[config.mk]
export PLATFORM = sky130hd
export DESIGN_NAME = ysyx_23060096_ifu
export DESIGN_NICKNAME = d
export VERILOG_FILES = /design/src/rtl/ysyx_23060096_ifu.sv
export SDC_FILE = /design/constraint.sdc
export NUM_CORES = 1
export LEC_CHECK = 0
export BUFFER_PORTS_ARGS = -buffer_cell sky130_fd_sc_hd__buf_2
export CAP_MARGIN = 20
export CORE_AREA = 2 2 106 108
export DETAILED_ROUTE_END_ITERATION = 7
export DIE_AREA = 0 0 108 110
export PLACE_DENSITY_LB_ADDON = 0.12
export SKIP_CTS_REPAIR_TIMING = 1
export SYNTH_ARGS = -nofsm -noshare
export SYNTH_HDL_FRONTEND = slang
export SYNTH_SLANG_ARGS = --single-unit
[constraint.sdc]
create_clock -name clk -period 1.9 [get_ports clk]
set_input_delay 0.285 -clock clk [delete_from_list [all_inputs] [get_ports clk]]
set_output_delay 0.285 -clock clk [all_outputs]
set_load 0.05 [all_outputs]
[src/rtl/ysyx_23060096_ifu.sv]
// Instruction fetch unit: takes one PC per handshake, reads instruction memory over a single-beat
// AR/R read, and holds {inst, inst_pc, inst_fault} for decode until it is accepted.
module ysyx_23060096_ifu #(
    parameter int          TIMEOUT    = 256,
    parameter logic [31:0] FAULT_INST = 32'h0
) (
    input  logic        clk,
    input  logic        rstn,
    input  logic        pc_valid,
    output logic        pc_ready,
    input  logic [31:0] pc_in,
    input  logic        flush,
    output logic        ar_valid,
    input  logic        ar_ready,
    output logic [31:0] ar_addr,
    input  logic        r_valid,
    output logic        r_ready,
    input  logic [31:0] r_data,
    input  logic [1:0]  r_resp,
    output logic        inst_valid,
    input  logic        inst_ready,
    output logic [31:0] inst,
    output logic [31:0] inst_pc,
    output logic        inst_fault
);

    localparam int CW = $clog2(TIMEOUT);
    localparam logic [CW-1:0] TMO_LAST = CW'(TIMEOUT - 1);

    typedef enum logic [1:0] {
        IDLE = 2'd0,
        ADDR = 2'd1,
        DATA = 2'd2,
        HOLD = 2'd3
    } state_t;

    state_t        state, state_next;
    logic          drop, drop_next;
    logic [CW-1:0] tmo_cnt, tmo_cnt_next;
    logic [31:0]   pc_q, pc_q_next;
    logic [31:0]   inst_q, inst_next;
    logic          fault_q, fault_next;

    logic pc_hs, ar_hs, r_hs, kill;

    // Every valid/ready output is forced low while reset is held, whatever the state.
    assign pc_ready   = rstn && (state == IDLE) && !flush;
    assign ar_valid   = rstn && (state == ADDR);
    assign r_ready    = rstn && (state == DATA);
    assign inst_valid = rstn && (state == HOLD);

    assign ar_addr    = pc_q;
    assign inst       = inst_q;
    assign inst_pc    = pc_q;
    assign inst_fault = fault_q;

    assign pc_hs = pc_valid && pc_ready;
    assign ar_hs = ar_valid && ar_ready;
    assign r_hs  = r_valid && r_ready;
    // A fetch is abandoned if flushed earlier or in this very cycle.
    assign kill  = drop || flush;

    always_comb begin
        state_next   = state;
        drop_next    = drop;
        tmo_cnt_next = tmo_cnt;
        pc_q_next    = pc_q;
        inst_next    = inst_q;
        fault_next   = fault_q;
        case (state)
            IDLE: begin
                if (pc_hs) begin
                    pc_q_next = pc_in;
                    if (pc_in[1:0] != 2'b00) begin
                        state_next = HOLD;
                        inst_next  = FAULT_INST;
                        fault_next = 1'b1;
                    end else begin
                        state_next = ADDR;
                    end
                end
            end
            ADDR: begin
                // The address cannot be withdrawn, so a flush only marks the reply for discard.
                if (flush) drop_next = 1'b1;
                if (ar_hs) begin
                    state_next   = DATA;
                    tmo_cnt_next = '0;
                end
            end
            DATA: begin
                drop_next = kill;
                if (r_hs) begin
                    if (kill) begin
                        state_next = IDLE;
                        drop_next  = 1'b0;
                    end else begin
                        state_next = HOLD;
                        inst_next  = r_data;
                        fault_next = (r_resp != 2'b00);
                    end
                end else if (tmo_cnt == TMO_LAST) begin
                    drop_next = 1'b0;
                    if (kill) begin
                        state_next = IDLE;
                    end else begin
                        state_next = HOLD;
                        inst_next  = FAULT_INST;
                        fault_next = 1'b1;
                    end
                end else begin
                    tmo_cnt_next = tmo_cnt + 1'b1;
                end
            end
            HOLD: begin
                if (flush || inst_ready) state_next = IDLE;
            end
            default: state_next = IDLE;
        endcase
    end

    always_ff @(posedge clk) begin
        if (!rstn) begin
            state   <= IDLE;
            drop    <= 1'b0;
            tmo_cnt <= '0;
            pc_q    <= '0;
            inst_q  <= '0;
            fault_q <= 1'b0;
        end else begin
            state   <= state_next;
            drop    <= drop_next;
            tmo_cnt <= tmo_cnt_next;
            pc_q    <= pc_q_next;
            inst_q  <= inst_next;
            fault_q <= fault_next;
        end
    end

endmodule

==> results.tsv, run 1 <==
stage	metric	value	unit
cts	H-tree depth	3	
final_layout	ant diodes	0	
global_route	pin count of the biggest net entering global routing	37	
synth	post-synthesis xor/xnor area fraction	0	%
pwr	sequential share of power	41.0	%
timing	Final Hold Vio Count	0	
placement	Inst Count DP	610	
timing	final setup vio count	0	
timing	Rel. slew slack	59.3	%
status	outcome	finished clean	
pwr	Power, Total	4450	µW
final_layout	share of cells above drive strength 1	46.0	%
global_route	number of global-route vias before repair	2769	
critical_path	critical path class	flop to flop	
floorplan	Core Area	10700	µm²
route	DRT Pass-1 Iters	4	
pwr	VDD IR max	0.403	mV
route	vias	2947	
route	residual DRC count	0	
floorplan	Die H	110	µm
hold_path	Hold WC Path Type	primary input to flop	
final_layout	area grow syn2layout	31.5	%
timing	Setup Skew	0.0107	ns
placement	Place WS	0.101	ns
cts	Longest Clk Path Bufs	2	
route	drt wl/cell	14.1	µm
pwr	Cell Int Power	2720	µW
pwr	Pleak	0.00201	µW
global_route	GRT Util Overall	14.6	%
synth	Yosys cell types	40	
timing	Final WS setup	0.105	ns
pwr	clock share of power	27.2	%
route	routed wire length	8810	µm
synth	Post-synth EDFFs	0	
timing	setup TNS	0	ns
route	Routed Antenna Nets	0	
synth	Avg Cell Area, Syn	9.25	µm²
global_route	total grt overflow	0	
synth	Yosys reg bits	76	
timing	Tmin final	1.80	ns
synth	Top FF cell, synth	dfxtp_1	
synth	largest family of logic cells by synthesized area	compound AO/OA/AOI/OAI gates	
flow_run	max-cap violations	0	
floorplan	num ports	174	
timing	Worst Max-Slew Pin Slew	0.600	ns
synth	async set-reset flop share out of synthesis	0	%
synth	post-synthesis compound-gate area fraction	23.7	%
cts	Worst-Skew Late Latency	0.35	ns
timing	Hold WS	0.143	ns
synth	top cells by area, synth	dfxtp_1 49%, nand2_1 9.1%, buf_4 7.7%, a32o_1 7.4%, a21oi_1 6.6%	
synth	synth cell count leaders	76 x dfxtp_1, 76 x nand2_1, 41 x a21oi_1, 32 x buf_4, 23 x a32o_1	
synth	Synth warnings	0	
timing	period utilization	94.5	%
floorplan	num rows	38	
critical_path	Critical Path Source Type	flop	
synth	post-synthesis adder-cell area fraction	0.400	%
critical_path	crit path max fanout	33	
cts	Root Buffer	clkbuf_8	
synth	synthesized instance count	338	
critical_path	Req. time, crit path	2.14	ns
floorplan	Starting Density	29.2	%
cts	clock sink count	76	
synth	Synthesized Nets	412	
placement	RePlAce Congestion	0.796	
synth	sequential share of the synthesized area	48.6	%
timing	Pins Over Slew Limit	0	
synth	post-synth top area share	48.6	%
cts	CTS buffer count	9	
global_route	number of antenna violations at the first check in global routing	0	
timing	RSZ-0062 raised after global routing	false	
synth	Cell Area, Synth	3130	µm²
synth	Synth area leader	dfxtp_1	
pwr	pwr/cell area	1080	nW/µm²
critical_path	Arr. time, crit path	2.04	ns
cts	Clock Pin Slew Worst Setup and Hold Paths	0.08	ns
pwr	NetSw	1730	µW
floorplan	die area	11900	µm²
critical_path	endpoint class of the critical path	flop	
synth	Simple-Gate Fraction of Synth Area	14.4	%
route	vias per cell	4.72	
synth	mux contribution to synthesized area	0.320	%
pwr	switching part of the total	38.9	%
floorplan	chip width	108	µm
global_route	first-pass GRT wire length	13400	µm
cts	TritonCTS clock tree	built	
placement	port bufs	173	
final_layout	nets@finish	555	
final_layout	Finished Layout Cells	625	
route	Detailed Route Iter0 Violations	164	
placement	DP Wirelength	6230	µm
timing	Highest Clock Rate	557	MHz
pwr	Logic pwr share	31.8	%
## cells by family (layout without fill, tap and decap cells)
group                      after synthesis  count (layout)
AOI/OAI and AO/OA                       99              99
adders and majority gates                1               1
buffers and inverters                   62             209
DFF                                     76              76
muxes                                    1               1
and+or+nand+nor                         99              99
## layout make-up
class / instances / area (µm²)
well taps: 140 / 175
repair buffers: 187 / 973
inverters: 7 / 26.3
clock buffers: 9 / 124
fillers: 1133 / 6580
flip-flops and latches: 76 / 1530
clock inverters: 6 / 66.3
multi-input cells: 200 / 1220
## registers in the layout, indices dropped and copies added (netlist names)
signal      count
inst           32
state           2
inst_fault      1
ar_addr        32
drop            1
tmo_cnt         8
## per-layer routing
| layer | share of wire, % | up-vias | global-route usage (%) | wire length [µm] |
|---|---|---|---|---|
| li1 | - | 1461 | - | - |
| met1 | 43 | 1337 | 17.7 | 3820 |
| met2 | 46 | 141 | 23.7 | 4030 |
| met3 | 9.7 | 8 | 5.17 | 856 |
| met4 | 1.1 | 0 | 6.04 | 101 |
| met5 | 0 | - | 0 | 0 |
## final timing paths
| check | start | to | slack [ns] | cells after the start |
|---|---|---|---|---|
| setup / recovery | tmo_cnt[0] | inst[2] | 0.10 | 5 |
| hold / removal | r_data[15] | inst[15] | 0.14 | 2 |
| setup reg to reg | tmo_cnt[0] | inst[2] | 0.10 | 5 |
| hold reg to reg | ar_addr[10] | ar_addr[10] | 0.47 | 2 |
## per-stage QoR
step / area (µm²) / utilization (%)
6_report: 4110 / 38.5
5_1_grt: 4110 / 38.5
4_1_cts: 4110 / 38.4
3_3_place_gp: 3920 / 36.6
2_1_floorplan: 3140 / -
3_5_place_dp: 3920 / 36.6
## worst max-delay path: stages, from the launching register on
cell     delay, ns
dfxtp_1       0.34
ha_1          0.17
and4_1        0.27
nand2_4       0.08
a211o_4       0.49
a32o_2        0.32
## power groups by stage
stage                     clock network (µW)  registers [µW]  logic [µW]
after floorplan                            0            2150         817
after global placement                     0            1850        1420
after detailed placement                   0            1850        1420
after CTS                               1280            1820        1430
after global routing                    1340            1840        1530
final                                   1210            1820        1420
## layout by cell type, fill, tap and decap left out, types with 2 or more instances in the layout
| master | n |
|---|---|
| buf_2 | 172 |
| nand2_1 | 76 |
| dfxtp_1 | 74 |
| a21oi_1 | 41 |
| a32o_1 | 23 |
| buf_4 | 15 |
| a32o_2 | 10 |
| clkbuf_8 | 9 |
| o21ai_0 | 7 |
| inv_1 | 6 |
| nand3_1 | 4 |
| a31oi_1 | 4 |
| nor3_1 | 3 |
| a311oi_1 | 3 |
| a41oi_1 | 3 |
| clkinv_4 | 3 |
| nor2b_1 | 2 |
| o21a_1 | 2 |
| and3_2 | 2 |
| clkinv_2 | 2 |
Power figures use the tool's default switching activity.
==> run 2: changes to the inputs <==
--- a/config.mk
+++ b/config.mk
@@ -8,9 +8,11 @@
 export BUFFER_PORTS_ARGS = -buffer_cell sky130_fd_sc_hd__buf_2
 export CAP_MARGIN = 20
 export CORE_AREA = 2 2 106 108
+export CTS_CLUSTER_DIAMETER = 100
 export DETAILED_ROUTE_END_ITERATION = 7
 export DIE_AREA = 0 0 108 110
 export PLACE_DENSITY_LB_ADDON = 0.12
+export RECOVER_POWER = 100
 export SKIP_CTS_REPAIR_TIMING = 1
 export SYNTH_ARGS = -nofsm -noshare
 export SYNTH_HDL_FRONTEND = slang
==> run 2 against run 1 <==
Wire length increased by 0.57%. Count of clock-buffer cells in the layout unchanged. Largest power group unchanged. Clock skew about the same. Die area unchanged. Critical endpoint unchanged.
==> results.tsv, run 2 (synthesized netlist as in run 1, its figures left out) <==
stage	metric	value	unit	change
timing	Setup Skew	0.0109	ns	+0.000258 ns
status	outcome	finished clean		
critical_path	Req. time, crit path	2.15	ns	about the same
placement	DP Wirelength	6230	µm	unchanged
hold_path	Hold WC Path Type	primary input to flop		
floorplan	num rows	38		unchanged
pwr	VDD IR max	0.371	mV	-8.1%
floorplan	chip width	108	µm	unchanged
critical_path	CP top delay family	compound AO/OA/AOI/OAI gates		
global_route	total grt overflow	0		unchanged
cts	clock sink count	76		unchanged
final_layout	Finished Layout Cells	625		unchanged
final_layout	nets@finish	555		unchanged
route	vias per cell	4.71		-0.17%
final_layout	most frequent cells in the layout	98 x clkbuf_1, 76 x nand2_1, 74 x dfxtp_1		
floorplan	Die H	110	µm	unchanged
critical_path	max incr delay on CP	0.49	ns	about the same
critical_path	endpoint class of the critical path	flop		
cts	Clock Pin Slew Worst Setup and Hold Paths	0.08	ns	about the same
critical_path	Critical path origin	tmo_cnt[0]		
timing	Final Hold Vio Count	0		unchanged
timing	Tmin final	1.79	ns	-0.00532 ns
timing	Rel. slew slack	58.0	%	-1.3 points
floorplan	Core Area	10700	µm²	unchanged
global_route	pin count of the biggest net entering global routing	37		unchanged
timing	Pins Over Slew Limit	0		unchanged
global_route	first-pass GRT wire length	13400	µm	unchanged
critical_path	R2R Path Start	tmo_cnt[0]		
global_route	number of global-route vias before repair	2769		unchanged
cts	H-tree depth	3		unchanged
critical_path	Worst path slowest cell	a211o_4		
global_route	number of antenna violations at the first check in global routing	0		unchanged
route	residual DRC count	0		unchanged
route	DRT Pass-1 Iters	4		unchanged
placement	Inst Count DP	610		unchanged
critical_path	critical path class	flop to flop		
final_layout	fin area	3990	µm²	-3.0%
route	Detailed Route Iter0 Violations	201		+23%
final_layout	ant diodes	0		unchanged
final_layout	Layout Utilization	37.3	%	-1.2 points
timing	final setup vio count	0		unchanged
pwr	switching part of the total	39.4	%	+0.44 points
final_layout	share of cells above drive strength 1	25.8	%	-20 points
route	routed wire length	8860	µm	+0.57%
route	vias	2942		-0.17%
final_layout	area grow syn2layout	27.5	%	
cts	Worst-Skew Late Latency	0.35	ns	about the same
floorplan	die area	11900	µm²	unchanged
pwr	Pleak	0.00158	µW	-21%
cts	Longest Clk Path Bufs	2		unchanged
timing	period utilization	94.2	%	-0.28 points
pwr	Logic pwr share	31.1	%	-0.7 points
flow_run	max-cap violations	0		unchanged
timing	RSZ-0062 raised after global routing	false		
pwr	sequential share of power	41.4	%	+0.4 points
cts	Root Buffer	clkbuf_8		
cts	CTS buffer count	9		unchanged
route	drt wl/cell	14.2	µm	+0.57%
floorplan	num ports	174		unchanged
critical_path	crit path max fanout	33		unchanged
pwr	clock share of power	27.5	%	+0.3 points
pwr	NetSw	1740	µW	+0.34%
critical_path	CP Buf/Inv Count	0		unchanged
placement	RePlAce Congestion	0.796		unchanged
critical_path	Arr. time, crit path	2.04	ns	about the same
final_layout	commonest non-fill, non-tap cell in the layout	clkbuf_1		
global_route	GRT Util Overall	14.6	%	unchanged
placement	Post-DP Area	3920	µm²	unchanged
cts	TritonCTS clock tree	built		
placement	port bufs	173		unchanged
pwr	pwr/cell area	1110	nW/µm²	+2.3%
hold_path	Hold Path Origin	r_data[15]		
timing	Worst Max-Slew Pin Slew	0.632	ns	+0.0317 ns
pwr	Cell Int Power	2680	µW	-1.5%
floorplan	Starting Density	29.2	%	unchanged
timing	Highest Clock Rate	559	MHz	+0.30%
critical_path	CP Cell Sequence	ha_1 -> and4_1 -> nand2_4 -> a211o_4 -> a32o_2		
route	Routed Antenna Nets	0		unchanged
critical_path	Critical Path Source Type	flop		
[run 2: cell count changes in the layout (fill, tap and decap cells not counted)]
cell and delta:
buf_2 -100, and2_0 +1, and2_1 -1, buf_4 -1, clkbuf_2 +3, clkbuf_1 +98
[run 2: path summary, 6_finish.rpt]
path | endpoint | slack, ns | depth (start not counted)
max | inst[2] | 0.11 | 5
min | inst[15] | 0.14 | 2
max reg2reg | inst[2] | 0.11 | 5
min reg2reg | ar_addr[10] | 0.47 | 2
[run 2: cell type report]
cell class / count / area (µm²)
clock inverters: 6 / 66.3
well taps: 140 / 175
flip-flops and latches: 76 / 1530
multi-input cells: 200 / 1220
clock buffers: 9 / 124
repair buffers: 187 / 848
inverters: 7 / 26.3
fillers: 1177 / 6710
[run 2: layer usage]
metal | track usage [%] | wire length (µm) | vias to the layer above
met5 | 0 | 0 | -
met1 | 17.7 | 3830 | 1332
met3 | 5.17 | 910 | 9
met2 | 23.7 | 4000 | 139
li1 | - | - | 1462
met4 | 6.04 | 112 | 0
[run 2: per-stage QoR]
stage / setup WS, ns / hold WS, ns / setup TNS (ns) / total power, µW
2_1_floorplan: -0.121 / 0.411 / -0.242 / 2970
3_3_place_gp: 0.126 / 0.446 / 0 / 3270
3_5_place_dp: 0.101 / 0.461 / 0 / 3280
4_1_cts: -0.0867 / 0.116 / -0.0867 / 4520
5_1_grt: 0.00485 / 0.115 / 0 / 4680
6_report: 0.110 / 0.140 / 0 / 4410
[run 2: power groups by stage]
stage / Combinational (µW) / Clock [µW] / Sequential [µW]
final: 1370 / 1210 / 1830
after global routing: 1480 / 1340 / 1850
after CTS: 1430 / 1280 / 1820
after detailed placement: 1420 / 0 / 1850
after global placement: 1420 / 0 / 1850
after floorplan: 817 / 0 / 2150
